**src/rtl/pingpong_pkg.sv**
```systemverilog
// pingpong_pkg: shared bank-state encoding for the ping-pong buffer and its banks
package pingpong_pkg;
    typedef enum logic [1:0] {
        BANK_EMPTY   = 2'd0,
        BANK_FILLING = 2'd1,
        BANK_FULL    = 2'd2
    } bank_state_e;
endpackage

```
**src/rtl/pingpong_bank.sv**
```systemverilog
// pingpong_bank: one DEPTH x WIDTH bank with fill count, frame length and EMPTY/FILLING/FULL state
//   clk, reset_n       clock, asynchronous active-low reset
//   flush_i            synchronous clear of state, count and length
//   wr_en_i            accepted beat targeted at this bank
//   wr_data_i          beat data
//   wr_last_i          beat closes the bank early
//   rd_idx_i           read index into storage
//   rel_i              last beat of the bank read, bank returns to EMPTY
//   state_o            current bank state
//   close_o            this cycle's write closes the bank
//   len_o              beats held once closed
//   rd_data_o          storage word at rd_idx_i
module pingpong_bank
    import pingpong_pkg::*;
#(
    parameter int WIDTH = 8,
    parameter int DEPTH = 4,
    parameter int AW    = $clog2(DEPTH)
) (
    input  logic             clk,
    input  logic             reset_n,
    input  logic             flush_i,
    input  logic             wr_en_i,
    input  logic [WIDTH-1:0] wr_data_i,
    input  logic             wr_last_i,
    input  logic [AW-1:0]    rd_idx_i,
    input  logic             rel_i,
    output bank_state_e      state_o,
    output logic             close_o,
    output logic [AW:0]      len_o,
    output logic [WIDTH-1:0] rd_data_o
);
    localparam logic [AW-1:0] CNT_MAX = AW'(DEPTH - 1);
    bank_state_e      state_q, state_d;
    logic [AW-1:0]    cnt_q, cnt_d;
    logic [AW:0]      len_q, len_d;
    logic [WIDTH-1:0] mem_q [DEPTH];
    // Filling to capacity and an explicit last beat are the same single close event.
    assign close_o   = wr_en_i && (cnt_q == CNT_MAX || wr_last_i);
    assign state_o   = state_q;
    assign len_o     = len_q;
    assign rd_data_o = mem_q[rd_idx_i];
    always_comb begin
        state_d = state_q;
        cnt_d   = cnt_q;
        len_d   = len_q;
        if (flush_i) begin
            state_d = BANK_EMPTY;
            cnt_d   = '0;
            len_d   = '0;
        end else if (close_o) begin
            state_d = BANK_FULL;
            cnt_d   = '0;
            len_d   = {1'b0, cnt_q} + (AW+1)'(1);
        end else if (wr_en_i) begin
            state_d = BANK_FILLING;
            cnt_d   = cnt_q + AW'(1);
        end else if (rel_i) begin
            state_d = BANK_EMPTY;
        end
    end
    always_ff @(posedge clk or negedge reset_n) begin
        if (!reset_n) begin
            state_q <= BANK_EMPTY;
            cnt_q   <= '0;
            len_q   <= '0;
        end else begin
            state_q <= state_d;
            cnt_q   <= cnt_d;
            len_q   <= len_d;
        end
    end
    // Storage needs no reset: contents are only visible while the bank is FULL.
    always_ff @(posedge clk) begin
        if (wr_en_i && !flush_i) mem_q[cnt_q] <= wr_data_i;
    end
endmodule

```
**src/rtl/pingpong_buffer_param.sv**
```systemverilog
// pingpong_buffer_param: two-bank ping-pong buffer, producer fills one bank while consumer drains the other
//   clk, reset_n                    clock, asynchronous active-low reset
//   flush                           synchronous clear, wins over any handshake that cycle
//   in_valid/in_ready/in_data/in_last   producer stream; in_last closes the bank early
//   out_valid/out_ready/out_data/out_last consumer stream; out_data is 0 when not valid
//   banks_full                      bit b set while bank b is closed and awaiting/under drain
module pingpong_buffer_param
    import pingpong_pkg::*;
#(
    parameter int WIDTH = 8,
    parameter int DEPTH = 4
) (
    input  logic             clk,
    input  logic             reset_n,
    input  logic             flush,
    input  logic             in_valid,
    output logic             in_ready,
    input  logic [WIDTH-1:0] in_data,
    input  logic             in_last,
    output logic             out_valid,
    input  logic             out_ready,
    output logic [WIDTH-1:0] out_data,
    output logic             out_last,
    output logic [1:0]       banks_full
);
    localparam int AW = $clog2(DEPTH);
    logic             wbank_q, wbank_d, rbank_q, rbank_d;
    logic [AW-1:0]    rd_idx_q, rd_idx_d;
    bank_state_e      state [2];
    logic [WIDTH-1:0] rd_data [2];
    logic [AW:0]      len [2];
    logic [1:0]       close, wr_en, rel;
    logic             wr_acc, rd_acc;
    // Readiness comes from registered bank state only, so a bank drained this cycle refills next cycle.
    assign in_ready  = reset_n && state[wbank_q] != BANK_FULL;
    assign out_valid = state[rbank_q] == BANK_FULL;
    assign out_last  = out_valid && {1'b0, rd_idx_q} == len[rbank_q] - (AW+1)'(1);
    assign out_data  = out_valid ? rd_data[rbank_q] : '0;
    assign wr_acc    = in_valid && in_ready && !flush;
    assign rd_acc    = out_valid && out_ready && !flush;
    for (genvar g = 0; g < 2; g++) begin : g_bank
        assign banks_full[g] = state[g] == BANK_FULL;
        assign wr_en[g]      = wr_acc && wbank_q == 1'(g);
        assign rel[g]        = rd_acc && out_last && rbank_q == 1'(g);
        pingpong_bank #(.WIDTH(WIDTH), .DEPTH(DEPTH), .AW(AW)) u_bank (
            .clk       (clk),
            .reset_n   (reset_n),
            .flush_i   (flush),
            .wr_en_i   (wr_en[g]),
            .wr_data_i (in_data),
            .wr_last_i (in_last),
            .rd_idx_i  (rd_idx_q),
            .rel_i     (rel[g]),
            .state_o   (state[g]),
            .close_o   (close[g]),
            .len_o     (len[g]),
            .rd_data_o (rd_data[g])
        );
    end
    always_comb begin
        wbank_d  = flush ? 1'b0 : wbank_q ^ |close;
        rbank_d  = flush ? 1'b0 : rbank_q ^ |rel;
        rd_idx_d = flush ? '0 : !rd_acc ? rd_idx_q : out_last ? '0 : rd_idx_q + AW'(1);
    end
    always_ff @(posedge clk or negedge reset_n) begin
        if (!reset_n) begin
            wbank_q  <= 1'b0;
            rbank_q  <= 1'b0;
            rd_idx_q <= '0;
        end else begin
            wbank_q  <= wbank_d;
            rbank_q  <= rbank_d;
            rd_idx_q <= rd_idx_d;
        end
    end
endmodule

```
**config.mk**
```make
export PLATFORM = sky130hd
export DESIGN_NAME = pingpong_buffer_param
export DESIGN_NICKNAME = d
export VERILOG_FILES = /design/src/rtl/pingpong_pkg.sv /design/src/rtl/pingpong_bank.sv /design/src/rtl/pingpong_buffer_param.sv
export SDC_FILE = /design/constraint.sdc
export NUM_CORES = 1
export LEC_CHECK = 0
export ABC_AREA = 1
export CORE_MARGIN = 1.5
export CORE_UTILIZATION = 51
export DETAILED_ROUTE_END_ITERATION = 12
export HOLD_SLACK_MARGIN = 0.15
export PLACE_DENSITY_LB_ADDON = 0.08
export REMOVE_ABC_BUFFERS = 1
export SLEW_MARGIN = 0
export SYNTH_ARGS = -nofsm -noshare
export SYNTH_HDL_FRONTEND = slang
export SYNTH_SLANG_ARGS = --single-unit
```
**constraint.sdc**
```tcl
create_clock -name clk -period 2.51 [get_ports clk]
set_input_delay 0.3765 -clock clk [delete_from_list [all_inputs] [get_ports clk]]
set_output_delay 0.3765 -clock clk [all_outputs]
set_load 0.02 [all_outputs]
```
==> out/results.ini, run 1 <==
[status]
status=finished, final reports clean

[synthesis]
yosysTopAreaCell=edfxtp_1
avgSynthCellArea_um2=10.48
ys.flop_type=edfxtp_1
synthArstFlopShare_pct=21.95
yosysTopAreaCellShare_pct=52.26
synth.area.top_cells=edfxtp_1 52%, dfrtp_1 12%, nor2_1 7.2%, o21ai_0 5.0%, nand2_1 4.6%
synth_edf_count=64
ys_ff_latch=82
syn_area_mm2=0.003677
syn_inst=351
yosysWarnings=0
synth.distinct_cells=24
ys_seq_area_share_pct=64.51

[sta]
finalCritPeriodShare_pct=93.84
slew_headroom_pct=69.10
drv_slew=0
setup_viol=0
tightestPinTransition_ps=463.0
fin_skew_ps=7.761
fin_setup_tns_ps=0
rsz0062_at_grt=no
hold_violations=0
max_freq_mhz=424.5
period_minus_slack_ps=2355
final.setup.worst_slack_ps=154.6

[cells_and_area]
drive_gt1_share_pct=11.78
seq_area_mm2=0.002374
final_cell_mix=71 x nor2_1, 64 x edfxtp_1, 45 x nand2_1
multi_input_comb_area_mm2=0.001121
nets=419
layout_commonest_cell=nor2_1
areaGrowthSynthToFinish_pct=19.19
instances_no_fill=495
n_antenna_cell=0
fill_cells=557

[critical_path]
end_kind=output port
crit_start=rbank_q$_DFF_PN0_
cp.required_ps=2130
rrSetupSlack_ps=420
rr_worst_depth=14
startpoint_type=flip-flop
r2r-end=g_bank[0].u_bank.state_o[0]$_DFFE_PN0P_
crit_fanout=10
worstSetupPathType=reg -> out
crit_end=out_valid
reg2reg_from=rbank_q$_DFF_PN0_
cp.arrival_ps=1980

[detailed_routing]
drt-initial-drc-count=143
drt-wirelength-per-cell_um=15.66
dr.pass1.iters=4
ant_nets=0
wl_um=7752
drc=0
routed_via_density=5.281
vias=2614

[floorplanning]
top_level_ports=27
die_area_mm2=0.007729
core_mm2=0.006869
rows=30
start_util_pct=53.53
die_h_um=87.92
dieWidth_um=87.92

[power]
sw_frac_of_total_pct=21.24
intPower_mw=2.208
p_switching_uw=595.4
peakVddDrop_mv=0.3618
power_density_mw_per_mm2=639.5
cellLeakagePower_nw=1.797
p_total_mw=2.803
combPwrFrac_pct=6.9
pwr-share-clk_pct=40.3
seqPwrFrac_pct=52.9

[clocking]
cts_tree=done
cts_setup_buffers=0
clock-sinks=82
worstSkewPairLatency_ps=350
clkTransAtPathRegs_ps=80
htree_num_levels=3
cts_buffers=9
cts_root_buf=clkbuf_8
hold_buffers=0
cts_buffer_depth=2

[global_routing]
grt_overflow=0
antenna_found_initial=0
grt_max_degree=19
grt_pass1_wl_um=12490
grt_pass1_vias=2565
grt_usage_pct=22.29

[placed_design]
dp_cells=479
dpl_worst_slack_ps=164.1
dpl.hpwl_um=5113
numPortBuffers=26
place_congestion=0.8174

[run]
maxCapViolations=0

[worst_hold_path]
min_path_type=in -> async

[cell families (layout without fill, tap and decap cells)]
group                    after synthesis  in the layout  share of synthesized area, %
multiplexers                           1              1                        0.2722
adder cells (fa/ha/maj)               11             11                         3.743
flip-flops                            82             82                         64.51
AND/OR/NAND/NOR                      153            153                         17.80
buffers and inverters                 48             96                         5.137
XOR/XNOR                               1              1                        0.2382
AO/OA/AOI/OAI                         55             55                         8.302
[metal layers]
layer / global-route usage [%] / wire, µm / vias up
li1: - / - / 1293
met1: 28.62 / 3587 / 1255
met2: 37.06 / 3773 / 49
met3: 3.110 / 210 / 17
met4: 11.40 / 180 / 0
met5: 0 / 0 / -
[sequential cells by signal, summed over array words and instances, names as in the netlist]
signal,count
g_bank.u_bank.cnt_q,4
wbank_q,1
rd_idx_q,2
g_bank.u_bank.mem_q,64
rbank_q,1
g_bank.u_bank.state_o,4
g_bank.u_bank.len_o,6
[layout make-up]
type,instances,area share (%)
inverter,34,2.912
tap,96,2.741
clock inverter,7,2.683
timing repair buffer,46,9.106
sequential,82,54.15
multi-input combinational,221,25.58
clock buffer,9,2.826
[power by group through the flow]
stage	sequential, mW	combinational, mW	clock [mW]
global route	1.48	0.215	1.19
global placement	1.51	0.194	0
CTS	1.48	0.194	1.14
floorplan	1.52	0.0894	0
detailed placement	1.51	0.196	0
finish	1.48	0.193	1.13
[worst max-delay path, stage by stage, from the launching register on]
cell and delay [ps]:
dfrtp_2 410, buf_4 200, nand3_1 170, nand2_4 210, clkdlybuf4s50_1 630
[what timing repair did]
action | in CTS | in global routing
endpoints found under the hold margin | 0 | 0
setup endpoints to repair | 9 | 2
gates cloned | 0 | 0
resized for setup | 9 | 4
[Yosys cell counts, types with 6 or more instances]
cell and instances:
nor2_1 71, edfxtp_1 64, nand2_1 45, o21ai_0 37
inv_1 30, nand3_1 19, dfrtp_1 18, ha_1 11
nand4_1 9, o211ai_1 8, o22ai_1 8, buf_2 7
clkbuf_1 6
[worst min-delay path by stage]
stage / cells after the start / endpoint / slack, ps
after floorplan: 0 / g_bank[0].u_bank.cnt_q[0]$_DFFE_PN0P_ / 80
after global placement: 2 / g_bank[0].u_bank.len_o[2]$_DFFE_PN0P_ / 500
after detailed placement: 2 / g_bank[0].u_bank.len_o[1]$_DFFE_PN0P_ / 500
after CTS: 2 / g_bank[1].u_bank.len_o[2]$_DFFE_PN0P_ / 450
after global routing: 2 / g_bank[1].u_bank.state_o[0]$_DFFE_PN0P_ / 480
final: 2 / g_bank[1].u_bank.state_o[0]$_DFFE_PN0P_ / 450
[per-stage QoR]
step / hold WS [ps] / instance area (µm²) / utilization (%)
floorplan: 80.91 / 3616 / -
global placement: 495.7 / 4146 / 60.36
detailed placement: 496.3 / 4146 / 60.36
CTS: 453.1 / 4383 / 63.81
global route: 480.4 / 4383 / 63.81
finish: 451.7 / 4383 / 63.81
No activity file was read; power rests on OpenSTA's default activity.
==> run 2, diff against run 1 <==
Settings changed: SLEW_MARGIN 0 to 20.
==> results of run 2 <==
Final layout, timing and power as in run 1 (identical DEF).
